$ cat src/rtl/vector_operand_loader.sv
// Producer side of the Vector_Multiplier operand interface: assembles a serial stream of
// (weight, feature) pairs into the multiplier's operand arrays and returns the registered dot product.
module vector_operand_loader #(
    parameter int  VEC_LEN = 96,
    parameter int  ELEM_W  = 5,
    parameter int  PROD_W  = 16,
    localparam int CNT_W   = $clog2(VEC_LEN)
) (
    input  logic              clk,
    input  logic              rst,
    input  logic              in_valid,
    output logic              in_ready,
    input  logic [ELEM_W-1:0] in_weight,
    input  logic [ELEM_W-1:0] in_feature,
    input  logic              in_last,
    output logic [ELEM_W-1:0] weight_vec  [VEC_LEN],
    output logic [ELEM_W-1:0] feature_vec [VEC_LEN],
    input  logic [PROD_W-1:0] mult_product,
    output logic              out_valid,
    input  logic              out_ready,
    output logic [PROD_W-1:0] out_data,
    output logic              out_short
);

    typedef enum logic [1:0] {
        FILL = 2'd0,
        EVAL = 2'd1,
        HOLD = 2'd2
    } state_t;

    localparam logic [CNT_W-1:0] LAST_IDX = CNT_W'(VEC_LEN - 1);

    state_t              state_q, state_d;
    logic [CNT_W-1:0]    idx_q, idx_d;
    logic [ELEM_W-1:0]   weight_q  [VEC_LEN];
    logic [ELEM_W-1:0]   weight_d  [VEC_LEN];
    logic [ELEM_W-1:0]   feature_q [VEC_LEN];
    logic [ELEM_W-1:0]   feature_d [VEC_LEN];
    logic                out_valid_q, out_valid_d;
    logic [PROD_W-1:0]   out_data_q, out_data_d;
    logic                out_short_q, out_short_d;

    // Next-state, element capture, result capture and the post-handoff clear.
    always_comb begin
        state_d     = state_q;
        idx_d       = idx_q;
        weight_d    = weight_q;
        feature_d   = feature_q;
        out_valid_d = out_valid_q;
        out_data_d  = out_data_q;
        out_short_d = out_short_q;
        case (state_q)
            FILL: begin
                if (in_valid) begin
                    weight_d[idx_q]  = in_weight;
                    feature_d[idx_q] = in_feature;
                    idx_d            = idx_q + CNT_W'(1);
                    if (in_last || (idx_q == LAST_IDX)) begin
                        state_d     = EVAL;
                        out_short_d = (idx_q != LAST_IDX);
                    end else begin
                        state_d = FILL;
                    end
                end else begin
                    state_d = FILL;
                end
            end
            EVAL: begin
                // Operand arrays are stable here, so the combinational product has settled.
                out_data_d  = mult_product;
                out_valid_d = 1'b1;
                state_d     = HOLD;
            end
            HOLD: begin
                if (out_ready) begin
                    out_valid_d = 1'b0;
                    idx_d       = {CNT_W{1'b0}};
                    for (int i = 0; i < VEC_LEN; i++) begin
                        weight_d[i]  = {ELEM_W{1'b0}};
                        feature_d[i] = {ELEM_W{1'b0}};
                    end
                    state_d = FILL;
                end else begin
                    state_d = HOLD;
                end
            end
            default: begin
                state_d = FILL;
            end
        endcase
    end

    // State and datapath registers with synchronous reset.
    always_ff @(posedge clk) begin
        if (rst) begin
            state_q     <= FILL;
            idx_q       <= {CNT_W{1'b0}};
            out_valid_q <= 1'b0;
            out_data_q  <= {PROD_W{1'b0}};
            out_short_q <= 1'b0;
            for (int i = 0; i < VEC_LEN; i++) begin
                weight_q[i]  <= {ELEM_W{1'b0}};
                feature_q[i] <= {ELEM_W{1'b0}};
            end
        end else begin
            state_q     <= state_d;
            idx_q       <= idx_d;
            out_valid_q <= out_valid_d;
            out_data_q  <= out_data_d;
            out_short_q <= out_short_d;
            weight_q    <= weight_d;
            feature_q   <= feature_d;
        end
    end

    assign in_ready    = (state_q == FILL);
    assign weight_vec  = weight_q;
    assign feature_vec = feature_q;
    assign out_valid   = out_valid_q;
    assign out_data    = out_data_q;
    assign out_short   = out_short_q;

endmodule

$ cat config.mk
export PLATFORM = sky130hd
export DESIGN_NAME = vector_operand_loader
export DESIGN_NICKNAME = d
export VERILOG_FILES = /design/src/rtl/vector_operand_loader.sv
export SDC_FILE = /design/constraint.sdc
export NUM_CORES = 2
export LEC_CHECK = 0
export CAP_MARGIN = 30
export CORE_AREA = 5 5 391 393
export CTS_CLUSTER_DIAMETER = 50
export CTS_CLUSTER_SIZE = 28
export DETAILED_ROUTE_END_ITERATION = 7
export DIE_AREA = 0 0 396 398
export GPL_ROUTABILITY_DRIVEN = 0
export MAX_ROUTING_LAYER = met4
export PLACE_DENSITY = 0.54
export SETUP_SLACK_MARGIN = 0.15
export SLEW_MARGIN = 20
export SYNTH_ARGS = -nofsm -noshare
export SYNTH_HDL_FRONTEND = slang
export SYNTH_SLANG_ARGS = --single-unit
$ cat constraint.sdc
create_clock -name clk -period 1.89 [get_ports clk]
set_clock_uncertainty 0.15 [all_clocks]
set_input_delay 0.378 -clock clk [delete_from_list [all_inputs] [get_ports clk]]
set_output_delay 0.378 -clock clk [all_outputs]
set_load 0.03 [all_outputs]
======== Yosys cells after proc, flatten, opt, wreduce, memory -nomap -nowiden ========
Cells that the tools add are included.
word-level totals
  output and inout bits ................... 979
  logic and storage cells ................. 233
  bits of input ports ..................... 31
  register bits after elaboration ......... 987
cells by class
  magnitude comparators ................... 2
  bitwise operators ....................... 1
  add/sub/neg operators ................... 1
  eq/ne operators ......................... 6
  muxes and demuxes ....................... 18
  reduce and logical (&&, ||, !) cells .... 8
operators with widths
  kind                                                                    number
  480-bit case mux with 2 select lines                                    2
  480-bit two-way mux                                                     3
  480-bit bitwise mux                                                     2
  5-bit demux with 7-bit select                                           1
  7-bit two-way mux                                                       2
  7-bit case mux with 2 select lines                                      1
  8-bit greater-or-equal comparator (second input constant)               1
  8-bit by 1-bit < comparator with 1-bit output (second input constant)   1
  7-bit inverter with 8-bit output                                        1
  7-bit by 1-bit adder with 7-bit output (second input constant)          1
  7-bit equality test (second input constant)                             1
  7-bit inequality test (second input constant)                           1
  2-bit case mux with 3 select lines                                      1
  3-bit AND reduction                                                     2
  5-bit two-way mux                                                       1
  2-bit two-way mux                                                       2
  2-bit inequality test (second input constant)                           2
  2-bit nonzero test                                                      2
  2-bit by 1-bit equality test with 1-bit output (second input constant)  1
  2-bit equality test (second input constant)                             1
  2-bit logical NOT                                                       1
  1-bit two-way mux                                                       2
  1-bit case mux with 2 select lines                                      1
  2-bit AND reduction                                                     1
  2 further kinds                                                         2

======== Longest topological paths before layout ========
  word-level depth ........................ 8
  gate-level depth with buffers ........... 8
  gate-level depth less buffers ........... 4

======== Worst setup path before layout ========
Ideal clock, no wire load.
  kind .................................... flip-flop to flip-flop
  from .................................... reg state_q[0]
  to ...................................... reg out_short_q, in the netlist out_short
  required time ........................... 1.649 ns
  period minus slack after synthesis ...... 1.781 ns
  slack ................................... 0.109 ns
  data arrival time ....................... 1.540 ns
  cell stages (with the launch flop) ...... 6
  path through ............................ dfxtp_1 buf_2 clkbuf_1 nor2_1 a31oi_1 a311oi_1
on the way
  cells in the longest elaborated chain, start to end .. 2
ends and longest elaborated chain
  element                        line  source
  start, declared                33    state_t state_q, state_d;
  start signal, assigned         106   state_q <= state_d;
  2-bit logical NOT              --
  named net in_ready             12    output logic in_ready,
  3-bit AND reduction (no line)  --
  end signal, assigned           110   out_short_q <= out_short_d;
  end, declared                  41    logic out_short_q, out_short_d;
The timed path passes the listed nets, and every way through them passes these cells.
A chain may end at the register's enable or synchronous reset.

======== Worst setup path in the final report ========
  from .................................... reg state_q[1]
  to ...................................... out in_ready
on the way
  cells in the longest elaborated chain, start to end .. 1
ends and longest elaborated chain
  element            line  source
  2-bit logical NOT  116   assign in_ready = (state_q == FILL);
  end, declared      12
No other way between the ends.

==> metrics.log <==
INFO  metric run_status = finished with violations
INFO  metric failing_checks = setup timing
INFO  metric detail-route-antenna-nets = 0
INFO  metric worst-path-buf-inv = 2
INFO  metric fin_setup_tns = -21770 ps
INFO  metric design.core.area = roughly 0.15 sq mm
INFO  metric port-buffer-count = 1009
INFO  metric ys_seq_area_frac = 0.523
INFO  metric grt_first_pass_wirelength = 234 mm
INFO  metric starting_density = 0.253
INFO  metric die_h = 398 um
INFO  metric critical_path_s_top_delay_family = flip-flops
INFO  metric yosys_warnings = 0
INFO  metric routed_wire_length_per_instance = 25.8 um
INFO  metric post-dp-hpwl = 120 mm
INFO  metric area_delta_synth_final = 69.8%
INFO  metric synth_enable_flop_cells = 0
INFO  metric layout.cells.most_common = sky130_fd_sc_hd__nand3_1
INFO  metric power.ir.vdd_worst = 0.811 mV
INFO  metric clock-sinks = 987
INFO  metric tritoncts = yes
INFO  metric placement.setup.worst_slack = -545 ps
INFO  metric clkSlewWorstSetupHoldPaths = 70 ps
INFO  metric grt_remaining_overflow = 0
INFO  metric powerDensity = 740 mW/mm^2
INFO  metric cpPeakStageDelay = 350 ps
INFO  metric p_sw_frac = 0.261
INFO  metric data_required_time_at_the_worst_endpoint = 1360 ps
INFO  metric drive_gt1_frac = 0.568
INFO  metric startpoint_type = register
INFO  metric timing.fmax = 490 MHz
INFO  metric clkPwrFrac = 0.493
INFO  metric worstPathCellList = buf_6 > nor2_4 > buf_8
INFO  metric overall_die_width = 396 um
INFO  metric yosys.area_share.xor_xnor = 0.000232
INFO  metric postSynthNetCount = 3615
INFO  metric antenna_violations_before_repair = 7
INFO  metric finalMaxSlewViolations = 0
INFO  metric cellInternalPower = 35.0 mW
INFO  metric period_share = 1.08
INFO  metric hold_class = primary input to register
INFO  metric power.share.sequential = 0.440
INFO  metric first_global_vias = roughly 32000
INFO  metric post_synth.cell_area_avg = 10.5 sq um
INFO  metric tritoncts.num_buffers = 113
INFO  metric syn-cell-area = between 0.03 and 0.04 sq mm
INFO  metric worst_pin_slew = 385 ps
INFO  metric synth_simple_gate_area_share = 0.157
INFO  metric clock_tree.htree_level_count = 3
INFO  metric yosys-mux-area-fraction = 0.255
INFO  metric leading_register_cell_type_out_of_synthesis = sky130_fd_sc_hd__dfxtp_1
INFO  metric main_combinational_cell_family_by_area_after_synthesis = multiplexers
INFO  metric postSynthCellCount = 3583
INFO  metric layout.nets = 4950
INFO  metric fin_ws = -152 ps
INFO  metric drt_iter0_markers = 2108
INFO  metric largest_net_degree_at_the_start_of_global_routing = 57
INFO  metric rsz0062_at_grt = yes
INFO  metric synth.lib_cells_used.distinct = 39
INFO  metric synthAdderAreaFrac = 0.000331
INFO  metric worst_setup_path_end_kind = primary output
INFO  metric crit_path_top_delay_cell = sky130_fd_sc_hd__dfxtp_4
INFO  metric post_drt_via_cell_ratio = 4.82
INFO  metric worst-endpoint-arrival = approximately 1500 ps
INFO  metric clock_latency = 760 ps
INFO  metric switching_power = 12.4 mW
INFO  metric fin_crit = 2040 ps
INFO  metric final-setup-viol-count = 584
INFO  metric grtUsageTotal = 0.204
INFO  metric crit_type = register to primary output
INFO  metric synth_seq_cells = a little under 1000
INFO  metric floorplan.rows = 142
INFO  metric die_area = 0.158 sq mm
INFO  metric postSynth.asyncResetShare = 0
INFO  metric vias = ~34000
INFO  metric final_hold_violations = 0
INFO  metric cp_max_fo = 2
INFO  metric wl = 180 mm
INFO  metric clk_path_buf_depth = 3
INFO  metric combinationalPowerShare = 0.067
INFO  metric fin_total_pwr = 47.4 mW
INFO  metric cellLeakagePower = 31.9 nW
INFO  metric clockRootBuffer = sky130_fd_sc_hd__clkbuf_16
INFO  metric synth-compound-area-share = 0.00474
INFO  metric design.portCount = 1010
INFO  metric final_cell_mix = 1015 x sky130_fd_sc_hd__nand3_1, 999 x sky130_fd_sc_hd__buf_6, 957 x sky130_fd_sc_hd__mux2i_1
INFO  metric holdWs = 177 ps
INFO  metric maxSlewHeadroom = 0.742
INFO  metric dr.pass1.iters = 5
INFO  metric route.detailed.drc = 0
INFO  metric fin_util = 0.430
INFO  metric max-cap-violations = 0
## final cells by class
| type | instances | area, sq um |
|---|---|---|
| fillers | 14200 | 85000 |
| flip-flops and latches | 987 | 20900 |
| repair buffers | 1672 | 20200 |
| multi-input cells | 2143 | 16400 |
| clock buffers | 129 | 3030 |
| well taps | 1944 | 2430 |
| clock inverters | 86 | 1030 |
| diodes | 6 | 15.0 |
| inverters | 1 | 11.3 |
## state kept, by name, summed over array words and instances (netlist names)
name / flops
out_valid: 1
state_q: 2
out_short: 1
idx_q: 7
weight_vec: 480
out_data: 16
feature_vec: 480
## path summary, 6_finish.rpt
| kind | startpoint | end | slack, ps | depth (start not counted) |
|---|---|---|---|---|
| min | in_last | state_q[0]$_SDFF_PP0_ | 180 | 2 |
| min reg2reg | out_data[7]$_SDFFE_PP0P_ | out_data[7]$_SDFFE_PP0P_ | 310 | 2 |
| max | state_q[1]$_SDFF_PP0_ | in_ready | -150 | 3 |
| max reg2reg | state_q[1]$_SDFF_PP0_ | feature_vec[361]$_SDFFE_PP0P_ | -140 | 7 |
## routing by layer
layer  wire, um  vias up  track usage
li1           -    15400            -
met3      12300      246       0.0509
met2      87100     1125        0.335
met1      74600    16800        0.248
met5          0        -            -
met4       5730        0       0.0628
## kinds of logic after synthesis
| logic type | Yosys count |
|---|---|
| AO/OA/AOI/OAI | 32 |
| XOR/XNOR | 1 |
| adder cells (fa/ha/maj) | 1 |
| buffers and inverters | 455 |
| flip-flops | 987 |
| multiplexers | 963 |
| AND/OR/NAND/NOR | 1144 |
## synthesized netlist by cell type (2+ instances only)
cell | number | area (sq um)
sky130_fd_sc_hd__nor2b_1 | 3 | 18.8
sky130_fd_sc_hd__and4bb_2 | 5 | 62.6
sky130_fd_sc_hd__nor4b_2 | 3 | 45.0
sky130_fd_sc_hd__and4b_1 | 3 | 30.0
sky130_fd_sc_hd__or3_1 | 2 | 12.5
sky130_fd_sc_hd__buf_4 | 76 | 571
sky130_fd_sc_hd__buf_1 | 24 | 90.1
sky130_fd_sc_hd__buf_2 | 83 | 415
sky130_fd_sc_hd__nand4b_1 | 2 | 17.5
sky130_fd_sc_hd__mux2i_1 | 962 | 9630
sky130_fd_sc_hd__dfxtp_1 | 987 | 19800
sky130_fd_sc_hd__nor4bb_1 | 4 | 40.0
sky130_fd_sc_hd__nand2b_1 | 4 | 25.0
sky130_fd_sc_hd__nand3_2 | 5 | 50.1
sky130_fd_sc_hd__o21ai_0 | 4 | 20.0
sky130_fd_sc_hd__nand3b_1 | 3 | 22.5
sky130_fd_sc_hd__nand3_1 | 1062 | 5320
sky130_fd_sc_hd__clkbuf_1 | 255 | 957
sky130_fd_sc_hd__nor4_4 | 2 | 42.5
sky130_fd_sc_hd__nor2_1 | 4 | 15.0
sky130_fd_sc_hd__nor4b_4 | 4 | 95.1
sky130_fd_sc_hd__a21oi_1 | 22 | 110
sky130_fd_sc_hd__buf_6 | 15 | 169
sky130_fd_sc_hd__nand2_1 | 34 | 128
## through the flow
step | std cells | instance area [sq um]
final | 6968 | 64100
after global routing | 6966 | 64100
after CTS | 6813 | 60100
after detailed placement | 6514 | 54100
after global placement | 6514 | 54100
after floorplan | 3583 | 37800
## timing repair
| item | in CTS | in global routing |
|---|---|---|
| pin swaps | 1 | 10 |
| hold buffers | 16 | 0 |
| endpoints found under the hold margin | 16 | 0 |
| setup buffers | 68 | 92 |
| cloned | 0 | 58 |
| resized for setup | 5569 | 2212 |
| endpoints found under the setup margin | 1942 | 1944 |
## power by group through the flow
stage | combinational, mW | sequential (mW) | clock [mW]
global placement | 2.64 | 21.3 | 0
CTS | 2.70 | 20.9 | 23.9
floorplan | 0.971 | 21.4 | 0
global route | 3.31 | 20.9 | 24.8
finish | 3.18 | 20.9 | 23.4
detailed placement | 2.65 | 21.3 | 0
(Power assumes the default switching activity.)
